===== src/rtl/vec_magnitude_seq_pkg.sv =====
// ============================================================================
// Module : vec_mag_pkg
// Brief  : Shared FSM state type and latency/width helpers for vec_magnitude_seq
// Rev    : 1.0
// ============================================================================
`default_nettype none

package vec_mag_pkg;

    typedef enum logic [2:0] {
        IDLE = 3'd0,
        SQ_X = 3'd1,
        SQ_Y = 3'd2,
        SQRT = 3'd3,
        DONE = 3'd4
    } state_t;

    function automatic int lat_mag(input int w);
        return 3 * w + 1;
    endfunction

    function automatic int lat_sos(input int w);
        return 2 * w;
    endfunction

    function automatic int res_w(input int w);
        return 2 * w + 1;
    endfunction

endpackage

`default_nettype wire


===== src/rtl/vec_magnitude_seq_isqrt_step.sv =====
// ============================================================================
// Module : isqrt_step
// Brief  : One restoring digit step of integer square root (two radicand bits)
// Rev    : 1.0
// ============================================================================
`default_nettype none

module isqrt_step #(
    parameter int WIDTH = 8
) (
    input  logic [WIDTH+2:0] rem_i,
    input  logic [WIDTH:0]   root_i,
    input  logic [1:0]       bits_i,
    output logic [WIDTH+2:0] rem_o,
    output logic [WIDTH:0]   root_o
);

    logic [WIDTH+2:0] w_rem_sh;
    logic [WIDTH+2:0] w_trial;
    logic             w_ge;

    // Remainder never exceeds 2*root, so the shifted value fits without loss.
    assign w_rem_sh = (rem_i << 2) | {{(WIDTH+1){1'b0}}, bits_i};
    assign w_trial  = {root_i, 2'b01};
    assign w_ge     = (w_rem_sh >= w_trial);

    assign rem_o  = w_ge ? (w_rem_sh - w_trial) : w_rem_sh;
    assign root_o = (root_i << 1) | {{WIDTH{1'b0}}, w_ge};

endmodule

`default_nettype wire


===== src/rtl/vec_magnitude_seq.sv =====
// ============================================================================
// Module : vec_magnitude_seq
// Brief  : Multi-cycle floor(sqrt(x^2+y^2)) / x^2+y^2 engine, valid/ready I/O
// Rev    : 1.0
// ============================================================================
`default_nettype none

module vec_magnitude_seq
    import vec_mag_pkg::*;
#(
    parameter int WIDTH = 8
) (
    input  logic               clk,
    input  logic               rst,
    input  logic               in_valid,
    output logic               in_ready,
    input  logic [WIDTH-1:0]   in_x,
    input  logic [WIDTH-1:0]   in_y,
    input  logic               in_mode,
    output logic               out_valid,
    input  logic               out_ready,
    output logic [2*WIDTH:0]   out_result,
    output logic               out_mode,
    output logic               busy
);

    localparam int RES_W = res_w(WIDTH);
    localparam int REM_W = WIDTH + 3;
    localparam int RAD_W = 2 * WIDTH + 2;
    localparam int CNT_W = $clog2(WIDTH + 2);
    localparam logic [CNT_W-1:0] SQ_LAST = CNT_W'(WIDTH - 1);
    localparam logic [CNT_W-1:0] RT_LAST = CNT_W'(WIDTH);

    state_t                 state_q,  state_d;
    logic [CNT_W-1:0]       cnt_q,    cnt_d;
    logic [WIDTH-1:0]       y_q,      y_d;
    logic                   mode_q,   mode_d;
    logic [RES_W-1:0]       acc_q,    acc_d;
    logic [2*WIDTH-1:0]     mcand_q,  mcand_d;
    logic [WIDTH-1:0]       mplier_q, mplier_d;
    logic [RAD_W-1:0]       rad_q,    rad_d;
    logic [REM_W-1:0]       rem_q,    rem_d;
    logic [WIDTH:0]         root_q,   root_d;
    logic [RES_W-1:0]       res_q,    res_d;
    logic                   omode_q,  omode_d;

    logic [RES_W-1:0]       w_addend;
    logic [RES_W-1:0]       w_acc_sum;
    logic [REM_W-1:0]       w_rem_nxt;
    logic [WIDTH:0]         w_root_nxt;

    isqrt_step #(
        .WIDTH (WIDTH)
    ) u_isqrt_step (
        .rem_i  (rem_q),
        .root_i (root_q),
        .bits_i (rad_q[RAD_W-1 -: 2]),
        .rem_o  (w_rem_nxt),
        .root_o (w_root_nxt)
    );

    // Shift-add squaring: multiplicand walks left while multiplier walks right.
    assign w_addend  = mplier_q[0] ? {1'b0, mcand_q} : '0;
    assign w_acc_sum = acc_q + w_addend;

    assign in_ready   = (state_q == IDLE);
    assign busy       = (state_q != IDLE);
    assign out_valid  = (state_q == DONE);
    assign out_result = res_q;
    assign out_mode   = omode_q;

    always_comb begin
        state_d  = state_q;
        cnt_d    = cnt_q;
        y_d      = y_q;
        mode_d   = mode_q;
        acc_d    = acc_q;
        mcand_d  = mcand_q;
        mplier_d = mplier_q;
        rad_d    = rad_q;
        rem_d    = rem_q;
        root_d   = root_q;
        res_d    = res_q;
        omode_d  = omode_q;

        case (state_q)
            IDLE: begin
                if (in_valid) begin
                    mcand_d  = {{WIDTH{1'b0}}, in_x};
                    mplier_d = in_x;
                    y_d      = in_y;
                    mode_d   = in_mode;
                    acc_d    = '0;
                    cnt_d    = '0;
                    state_d  = SQ_X;
                end
            end
            SQ_X: begin
                acc_d    = w_acc_sum;
                mcand_d  = mcand_q << 1;
                mplier_d = mplier_q >> 1;
                cnt_d    = cnt_q + CNT_W'(1);
                if (cnt_q == SQ_LAST) begin
                    mcand_d  = {{WIDTH{1'b0}}, y_q};
                    mplier_d = y_q;
                    cnt_d    = '0;
                    state_d  = SQ_Y;
                end
            end
            SQ_Y: begin
                acc_d    = w_acc_sum;
                mcand_d  = mcand_q << 1;
                mplier_d = mplier_q >> 1;
                cnt_d    = cnt_q + CNT_W'(1);
                if (cnt_q == SQ_LAST) begin
                    cnt_d = '0;
                    if (mode_q) begin
                        res_d   = w_acc_sum;
                        omode_d = 1'b1;
                        state_d = DONE;
                    end else begin
                        rad_d   = {1'b0, w_acc_sum};
                        rem_d   = '0;
                        root_d  = '0;
                        state_d = SQRT;
                    end
                end
            end
            SQRT: begin
                rem_d  = w_rem_nxt;
                root_d = w_root_nxt;
                rad_d  = rad_q << 2;
                cnt_d  = cnt_q + CNT_W'(1);
                if (cnt_q == RT_LAST) begin
                    cnt_d   = '0;
                    res_d   = {{(RES_W-WIDTH-1){1'b0}}, w_root_nxt};
                    omode_d = 1'b0;
                    state_d = DONE;
                end
            end
            DONE: begin
                if (out_ready) begin
                    state_d = IDLE;
                end
            end
            default: begin
                state_d = IDLE;
            end
        endcase
    end

    always_ff @(posedge clk) begin
        if (rst) begin
            state_q  <= IDLE;
            cnt_q    <= '0;
            y_q      <= '0;
            mode_q   <= 1'b0;
            acc_q    <= '0;
            mcand_q  <= '0;
            mplier_q <= '0;
            rad_q    <= '0;
            rem_q    <= '0;
            root_q   <= '0;
            res_q    <= '0;
            omode_q  <= 1'b0;
        end else begin
            state_q  <= state_d;
            cnt_q    <= cnt_d;
            y_q      <= y_d;
            mode_q   <= mode_d;
            acc_q    <= acc_d;
            mcand_q  <= mcand_d;
            mplier_q <= mplier_d;
            rad_q    <= rad_d;
            rem_q    <= rem_d;
            root_q   <= root_d;
            res_q    <= res_d;
            omode_q  <= omode_d;
        end
    end

endmodule

`default_nettype wire


===== config.mk =====
export PLATFORM = sky130hd
export DESIGN_NAME = vec_magnitude_seq
export DESIGN_NICKNAME = d
export VERILOG_FILES = /design/src/rtl/vec_magnitude_seq_pkg.sv /design/src/rtl/vec_magnitude_seq_isqrt_step.sv /design/src/rtl/vec_magnitude_seq.sv
export SDC_FILE = /design/constraint.sdc
export NUM_CORES = 1
export LEC_CHECK = 0
export CORE_ASPECT_RATIO = 1.2
export CORE_UTILIZATION = 55
export DETAILED_ROUTE_END_ITERATION = 12
export PLACE_DENSITY = 0.76
export SYNTH_ARGS = -nofsm -noshare
export SYNTH_HDL_FRONTEND = slang
export SYNTH_SLANG_ARGS = --single-unit

===== constraint.sdc =====
create_clock -name clk -period 2.8 [get_ports clk]
set_input_delay 0.84 -clock clk [delete_from_list [all_inputs] [get_ports clk]]
set_output_delay 0.84 -clock clk [all_outputs]
set_load 0.005 [all_outputs]

### Word level (Yosys, flattened, before mapping)

Index checks and enable logic that the tools add are counted.

* latch bits: 0
* logic and storage cells: 83
* memories: 0
* bits in registers: 111
* input port bits: 21
* bits in read-only memories: 0
* RAM bits: 0
* output and inout bits: 21

* bitwise logic cells: 2
* reductions and logical operators: 14
* multipliers: 0
* $add $sub $neg: 3
* equal/unequal tests: 13
* $lt $le $gt $ge: 1
* shifts and indexed selects: 0
* div/mod/pow operators: 0
* muxes and demuxes: 38

Operators with widths (count)
* two-way mux 17 bit: 4
* case mux 17 bit (2 select lines): 2
* two-way mux 16 bit: 3
* case mux 16 bit (3 select lines): 1
* two-way mux 9 bit: 5
* two-way mux 18 bit: 2
* case mux 18 bit (2 select lines): 1
* case mux 9 bit (2 select lines): 2
* case mux 8 bit (3 select lines): 1
* two-way mux 3 bit: 6
* adder 17 x 16 -> 17 bit: 1
* two-way mux 8 bit: 2
* case mux 3 bit (5 select lines): 1
* two-way mux 4 bit: 3
* inequality test 2 bit (second input constant): 6
* case mux 4 bit (3 select lines): 1
* greater-or-equal comparator 11 bit: 1
* bitwise OR 11 x 2 -> 11 bit: 1
* bitwise OR 9 x 1 -> 9 bit: 1
* nonzero test 3 bit: 3
* subtractor 9 bit: 1
* AND reduction 2 bit: 4
* equality test 3 x 2 -> 1 bit (second input constant): 2
* AND reduction 5 bit: 1
* 13 further kinds: 16

### Logic depth before layout (Yosys ltp)

Gate-level depths: netlist of the first run.

* depth after elaboration: 5
* depth in mapped cells: 10

### Cells and area by module

From an unflattened synthesis of the first run, not the netlist that was laid out.

* cell total of the unflattened synthesis: 727
* area total of the unflattened synthesis: 5938.2 um2

Modules (own cells, without submodules)
* vec_magnitude_seq: instances 1, area each 5107.4 um2, cells each 617
* isqrt_step: instances 1, area each 830.8 um2, cells each 110

### Worst setup path before layout of the first run

No wires, ideal clock.

* path type: flip-flop to flip-flop
* from: reg mplier_q[0]
* to: reg rad_q[14]
* arrival time: 2.301 ns
* clock period less this slack: 2.402 ns
* cell stages (with the launch flop): 10
* path slack: 0.398 ns
* required time: 2.699 ns
* library setup time: 0.101 ns
* path through: dfxtp_1 -> and2_1 -> ha_1 -> fa_1 -> a211oi_1 -> o21bai_1 -> a311o_1 -> nand3_1 -> o311ai_1 -> o41ai_1

* cells in the longest elaborated chain, start to end: 5

Ends and longest elaborated chain
* start: declaration: RTL line vec_magnitude_seq.sv:40 `logic [WIDTH-1:0] mplier_q, mplier_d;`
* start signal: assignment: RTL line vec_magnitude_seq.sv:173 `mplier_q <= mplier_d;`
* two-way mux 16 bit: RTL line vec_magnitude_seq.sv:63 `assign w_addend = mplier_q[0] ? {1'b0, mcand_q} : '0;`
* adder 17 x 16 -> 17 bit: RTL line vec_magnitude_seq.sv:64 `assign w_acc_sum = acc_q + w_addend;`
* two-way mux 18 bit: RTL line vec_magnitude_seq.sv:117 `if (mode_q) begin`
* two-way mux 18 bit: RTL line vec_magnitude_seq.sv:115 `if (cnt_q == SQ_LAST) begin`
* case mux 18 bit (2 select lines): RTL line vec_magnitude_seq.sv:86 `case (state_q)`
* end signal: assignment: RTL line vec_magnitude_seq.sv:174 `rad_q <= rad_d;`
* end: declaration: RTL line vec_magnitude_seq.sv:41 `logic [RAD_W-1:0] rad_q, rad_d;`

No other way between the ends. The select of a mux whose other input is x is not followed.
A chain may end at the register's enable or synchronous reset.

### Worst setup path in the final report of the first run

* from: reg mcand_q[0]
* to: reg rad_q[14]

* cells in the longest elaborated chain, start to end: 5

Ends and longest elaborated chain
* start: declaration: RTL line vec_magnitude_seq.sv:39 `logic [2*WIDTH-1:0] mcand_q, mcand_d;`
* start signal: assignment: RTL line vec_magnitude_seq.sv:172 `mcand_q <= mcand_d;`
* two-way mux 16 bit: RTL line vec_magnitude_seq.sv:63
* adder 17 x 16 -> 17 bit: RTL line vec_magnitude_seq.sv:64
* two-way mux 18 bit: RTL line vec_magnitude_seq.sv:117
* two-way mux 18 bit: RTL line vec_magnitude_seq.sv:115
* case mux 18 bit (2 select lines): RTL line vec_magnitude_seq.sv:86

No other way between the ends. The select of a mux whose other input is x is not followed.

==> results of run 1 <==
==> what timing repair did <==
action                                  4_1_cts  5_1_grt
hold buffers                                  0        0
gates resized for setup                       0        2
endpoints found under the setup margin        0        2
==> cell type report <==
class,instances,area (µm²),area share (%)
inverter,16,60.1,0.905
clock inverter,6,77.6,1.17
sequential,111,2220,33.5
tap,126,158,2.38
clock buffer,10,229,3.45
multi-input combinational,548,3330,50.2
timing repair buffer,61,556,8.37
==> kinds of logic (layout without fill, tap and decap cells) <==
group / count (synthesis) / after routing / share of synthesized area, %
fa+ha+maj: 30 / 30 / 6.63
simple gates: 248 / 248 / 20.2
buf+inv: 57 / 93 / 4.05
flops: 111 / 111 / 38.5
mux: 6 / 6 / 1.04
xor+xnor: 16 / 16 / 2.43
compound gates: 248 / 248 / 27.1
==> Yosys cell counts, drive strengths merged, types with 7 or more instances <==
library cell | n | area, µm²
ha | 29 | 363
nor3 | 9 | 45.0
a31oi | 11 | 68.8
clkbuf | 27 | 101
a21oi | 84 | 424
o21a | 7 | 52.6
a211oi | 9 | 77.6
nand2b | 8 | 50.1
nand2 | 96 | 370
and2 | 20 | 125
inv | 16 | 60.1
o211ai | 9 | 72.6
xnor2 | 10 | 87.6
o21ai | 57 | 289
a22oi | 21 | 158
dfxtp | 111 | 2220
nand3 | 19 | 95.1
a21o | 7 | 52.6
nor2 | 65 | 244
buf | 14 | 72.6
==> worst max-delay path by stage <==
stage	from	endpoint	slack (ns)	cells past startpoint
after global routing	mcand_q[0]	rad_q[14]	-0.04	9
after global placement	mcand_q[0]	rad_q[14]	0.26	8
after floorplan	mplier_q[0]	rad_q[14]	0.40	9
final	mcand_q[0]	rad_q[14]	0.17	9
after CTS	mcand_q[0]	rad_q[14]	0.11	9
after detailed placement	mcand_q[0]	rad_q[14]	0.14	9
==> through the flow <==
| step | setup TNS (ns) | instance area (µm²) | util [%] |
|---|---|---|---|
| after CTS | 0 | 6630 | 65.6 |
| final | 0 | 6640 | 65.6 |
| after global routing | -0.0385 | 6640 | 65.6 |
| after detailed placement | 0 | 6320 | 62.5 |
| after global placement | 0 | 6320 | 62.5 |
| after floorplan | 0 | 5770 | - |
==> flip-flops by register name, summed over array words and instances (netlist names) <==
signal / count
mplier_q: 8
acc_q: 17
out_result: 17
root_q: 9
rem_q: 9
state_q: 3
y_q: 8
cnt_q: 4
mcand_q: 16
out_mode: 1
mode_q: 1
rad_q: 18
==> placed cells by master (no fill, tap or decap), drive strengths merged, types with 4 or more instances in the layout <==
cell,instances
a211oi,9
a21oi,84
xnor2,10
o21a,7
mux2i,6
nand2b,8
nand2,96
clkbuf,10
nand3,19
buf,21
o211ai,9
dfxtp,111
nor2,65
o311ai,4
or4,6
a221o,6
and2,20
nor3,9
clkdlybuf4s50,40
o21ai,57
a31oi,11
a22oi,21
inv,19
a21o,7
o31ai,6
and3,4
o22ai,6
ha,29
xor2,6
==> per-layer routing <==
metal  GRT usage (%)  up-vias  wire [µm]
met2            48.2      201       7140
met5               0        -          0
met4            11.7        0        350
met3            4.05       31        738
met1            34.7     2499       6100
li1                -     2649          -
==> worst min-delay path, stage by stage, from the launching register on <==
cell and delay [ns]:
dfxtp_1 0.31, nand2_1 0.05, a21oi_1 0.05
==> power by group <==
group	leakage (nW)	internal, mW	switching (mW)	total (mW)
sequential	0.900	1.76	0.152	1.91
clock	0.147	0.713	0.619	1.33
combinational	1.49	0.499	0.829	1.33
total	2.53	2.97	1.60	4.57
==> results.sh, run 1 <==
export IMPL_rsz0062_at_grt="yes"
export IMPL_postSynth_asyncResetShare_pct=0
export IMPL_fin_skew_ns=0.00971
export IMPL_ys_warn_count=0
export IMPL_post_cts_buffers=0
export IMPL_drive_gt1_share_pct=7.05
export IMPL_power_density_mw_per_mm2=689
export IMPL_worstReg2RegStart="mcand_q[0]"
export IMPL_fin_crit_sh_pct=93.9
export IMPL_r2r_end="rad_q[14]"
export IMPL_cts_tree="done"
export IMPL_port_buffers=41
export IMPL_ys_types=68
export IMPL_grt_max_degree=36
export IMPL_syn_num_nets=767
export IMPL_crit_chain="and2_1, ha_1, fa_1, a211oi_2, o21bai_1, a311o_1, nand3_1, o311ai_1, o41ai_1"
export IMPL_worst_pin_slew_ns=0.647
export IMPL_final_setup_viol_count=0
export IMPL_core_area_mm2=0.0101
export IMPL_cts_sinks=111
export IMPL_grt_first_pass_wirelength_um=24100
export IMPL_vias_per_cell=6.13
export IMPL_power_mw=4.57
export IMPL_fmax_mhz=380
export IMPL_clockBufferDepth=2
export IMPL_area_growth_pct=14.9
export IMPL_whs_ns=0.461
export IMPL_die_h_um=114
export IMPL_cp_arrival_ns=2.87
export IMPL_reg2reg_slack_ns=0.17
export IMPL_ant_nets=0
export IMPL_grt_pass1_vias=5086
export IMPL_num_vias=5380
export IMPL_hold_viol=0
export IMPL_die_x_um=95.5
export IMPL_critPathMaxStageDelay_ns=0.45
export IMPL_worstPathMaxFanout=3
export IMPL_clock_latency_ns=0.35
export IMPL_die_area_mm2=0.0109
export IMPL_grt_overflow=0
export IMPL_dp_cells=862
export IMPL_rows=40
export IMPL_min_from="rad_q[1]"
export IMPL_fin_cells=878
export IMPL_drt_iter0_drc=381
export IMPL_track_usage_pct=28.1
export IMPL_cp_buffers_inverters=0
export IMPL_rr_worst_depth=9
export IMPL_cts_root_buffer="clkbuf_16"
export IMPL_critPathRequiredTime_ns=3.05
export IMPL_synthCells=716
export IMPL_antenna_found_initial=0
export IMPL_start_util_pct=57.1
export IMPL_worst_setup_path_type="flip-flop to flip-flop"
export IMPL_num_io_pins=42
export IMPL_cap_viol_max_count=0
export IMPL_dp_hpwl_um=10400
export IMPL_holdPathStages=2
export IMPL_cp_top_family="compound AO/OA/AOI/OAI gates"
export IMPL_cts_clk_slew_worst_paths_ns=0.08
export IMPL_gp_congestion=0.939
export IMPL_peakVddDrop_mv=0.497
export IMPL_crit_slowest_cell="fa_1"
export IMPL_post_route_drc_count=0
export IMPL_outcome="completed"
export IMPL_synth_seq_cells=111
export IMPL_nFillCells=875
export IMPL_hp_class="flip-flop to flip-flop"
export IMPL_critPathLaunchType="flip-flop"
export IMPL_hold_path_end="rad_q[1]"
export IMPL_fin_nets=798
export IMPL_wl_per_cell_um=16.3
export IMPL_power_leakage_nw=2.53
export IMPL_yosysSeqAreaShare_pct=38.5
export IMPL_cts_buffers=9
export IMPL_worst_slack_ns=0.171
export IMPL_syn_area_mm2=0.00577
export IMPL_place_ws_ns=0.137
export IMPL_relSlewSlack_pct=56.6
export IMPL_synth_area_per_cell_um2=8.06
export IMPL_drv_slew=0
export IMPL_end_kind="flip-flop"
export IMPL_drt_pass1_iterations=5
export IMPL_min_period_ns=2.63
export IMPL_synth_edf_count=0
export IMPL_wl_um=14300
export IMPL_synth_ff_type="dfxtp_1"
export IMPL_cts_max_level=3
export IMPL_diodes=0
(Power assumes the default switching activity.)
==> run 2: changes to the inputs <==
CTS_CLUSTER_SIZE = 24   (was not set)
==> results of run 2 <==
Same layout as run 1: the final DEF is identical, and so are final timing and power.
==> run 3: changes to the inputs <==
CAP_MARGIN = 20   (was not set)
clock period = 3.4 ns   (was 2.8 ns; I/O delays follow)
==> run 3 against run 2 <==
- cell count down 0.80%
- critical path type unchanged
- register-to-register slack better by 0.39 ns
- setup slack better by 0.39 ns
- sequential cell count unchanged
- non-clock buffer count down 6
- sequential power down 16%
- first-iteration DRC count down 16%
- largest cell class unchanged
- design area down 1.3%
- clock power down 25%
- critical path depth down 1
- combinational power down 23%
==> results.sh, run 3 (synthesized netlist as in run 1, its figures left out) <==
export IMPL_clockBufferDepth=2
export IMPL_rr_worst_depth=8
export IMPL_critPathMaxStageDelay_ns=0.44
export IMPL_route_met3_wl_um=559
export IMPL_critPathRequiredTime_ns=3.62
export IMPL_power_leakage_nw=2.48
export IMPL_fin_crit_sh_pct=83.5
export IMPL_dpl_cell_area_mm2=0.00628
export IMPL_port_buffers=41
export IMPL_die_area_mm2=0.0109
export IMPL_critPathLaunchType="flip-flop"
export IMPL_num_vias=5344
export IMPL_gp_congestion=0.925
export IMPL_diodes=0
export IMPL_largest_register="rad_q"
export IMPL_final_cell_mix="dfxtp_1, nand2_1, a21oi_1, nor2_1, o21ai_0"
export IMPL_dp_cells=856
export IMPL_area_growth_pct=13.4
export IMPL_grt_max_degree=37
export IMPL_die_x_um=95.5
export IMPL_cts_hold_buf=0
export IMPL_cp_buffers_inverters=0
export IMPL_cts_sinks=111
export IMPL_design_area_mm2=0.00655
export IMPL_wl_met2_um=6930
export IMPL_fin_cells=871
export IMPL_grt_first_pass_wirelength_um=23600
export IMPL_fmax_mhz=352
export IMPL_whs_ns=0.461
export IMPL_fin_nets=792
export IMPL_crit_slowest_cell="dfxtp_1"
export IMPL_outcome="completed"
export IMPL_highest_signal_layer="met4"
export IMPL_final_setup_viol_count=0
export IMPL_drt_met1_wl_um=6190
export IMPL_crit_chain="and2_1, ha_1, fa_1, a211oi_1, o21bai_1, a311o_1, o311ai_1, o41ai_1"
export IMPL_setup_tns_ns=0
export IMPL_cp_top_family="compound AO/OA/AOI/OAI gates"
export IMPL_drt_iter0_drc=319
export IMPL_worstPathMaxFanout=17
export IMPL_rows=40
export IMPL_vias_per_cell=6.14
export IMPL_cts_clk_slew_worst_paths_ns=0.07
export IMPL_track_usage_pct=27.2
export IMPL_cts_buffers=9
export IMPL_drv_slew=0
export IMPL_die_h_um=114
export IMPL_r2r_end="rad_q[14]"
export IMPL_relSlewSlack_pct=34.6
export IMPL_cap_viol_max_count=0
export IMPL_rsz0062_at_grt="no"
export IMPL_reg2reg_slack_ns=0.56
export IMPL_grt_pass1_vias=5167
export IMPL_worst_setup_path_type="flip-flop to flip-flop"
export IMPL_power_density_mw_per_mm2=553
export IMPL_wl_per_cell_um=16.2
export IMPL_final_common_cell="dfxtp_1"
export IMPL_holdPathStages=2
export IMPL_endpoint="rad_q[14]"
export IMPL_end_kind="flip-flop"
export IMPL_critical_path_cell_count=8
export IMPL_clock_latency_ns=0.35
export IMPL_fin_skew_ns=0.00970
export IMPL_peakVddDrop_mv=0.397
export IMPL_worst_pin_slew_ns=0.973
export IMPL_final_util_pct=64.8
export IMPL_drt_pass1_iterations=6
export IMPL_min_period_ns=2.84
export IMPL_drive_gt1_share_pct=6.17
export IMPL_cts_max_level=3
export IMPL_ant_nets=0
export IMPL_grt_overflow=0
export IMPL_start_util_pct=57.1
export IMPL_cts_root_buffer="clkbuf_16"
export IMPL_wl_um=14100
export IMPL_core_area_mm2=0.0101
export IMPL_largest_register_ffs=18
export IMPL_post_route_drc_count=0
export IMPL_antenna_found_initial=0
export IMPL_cp_arrival_ns=3.06
export IMPL_hold_viol=0
export IMPL_dp_hpwl_um=10000
export IMPL_cp_startpoint="mplier_q[0]"
export IMPL_cts_tree="done"
export IMPL_hp_class="flip-flop to flip-flop"
export IMPL_num_io_pins=42
export IMPL_post_cts_buffers=0
export IMPL_cts_resized=0
export IMPL_worstReg2RegStart="mplier_q[0]"
run 3: cell count changes in the layout (fill, tap and decap cells not counted), sizes merged:
cell      previous run  this run
clkinv               1         2
bufinv               1         0
buf                 21        15
inv                 19        18
clkinvlp             1         2
clkbuf              10         9
run 3: cell type report:
cell class,count,area [µm²]
Clock inverter,6,46.3
Fill cell,878,3560
Timing Repair Buffer,55,510
Tap cell,126,158
Clock buffer,9,225
Multi-Input combinational cell,548,3330
Sequential cell,111,2220
Inverter,16,60.1
run 3: worst min path at each step:
stage,startpoint,end
floorplan,rem_q[7],rem_q[7]
global placement,rad_q[0],rad_q[0]
detailed placement,y_q[2],y_q[2]
CTS,y_q[3],y_q[3]
global route,y_q[3],y_q[3]
finish,y_q[2],y_q[2]
run 3: worst reg2reg max path, stage by stage, from the launching register on:
cell and delay, ns:
dfxtp_1 0.44, and2_1 0.20, ha_1 0.22, fa_1 0.44, a211oi_1 0.31, o21bai_1 0.15, a311o_1 0.39, o311ai_1 0.44
o41ai_1 0.13
run 3: per-stage QoR:
stage	power [mW]	worst slack, ns
after floorplan	2.34	0.998
after global placement	2.60	0.688
after detailed placement	2.63	0.594
after CTS	3.63	0.561
after global routing	3.82	0.391
final	3.62	0.562
run 3: per-layer routing:
| layer | vias to the layer above | GRT usage (%) |
|---|---|---|
| met5 | - | 0 |
| met4 | 0 | 11.7 |
| met3 | 33 | 2.92 |
| met2 | 159 | 47.1 |
| met1 | 2517 | 33.8 |
| li1 | 2635 | - |
run 3: power by group:
part | switching (mW) | internal, mW | leakage, nW
clock | 0.503 | 0.499 | 0.128
sequential | 0.150 | 1.45 | 0.900
combinational | 0.640 | 0.376 | 1.46
total | 1.29 | 2.33 | 2.48
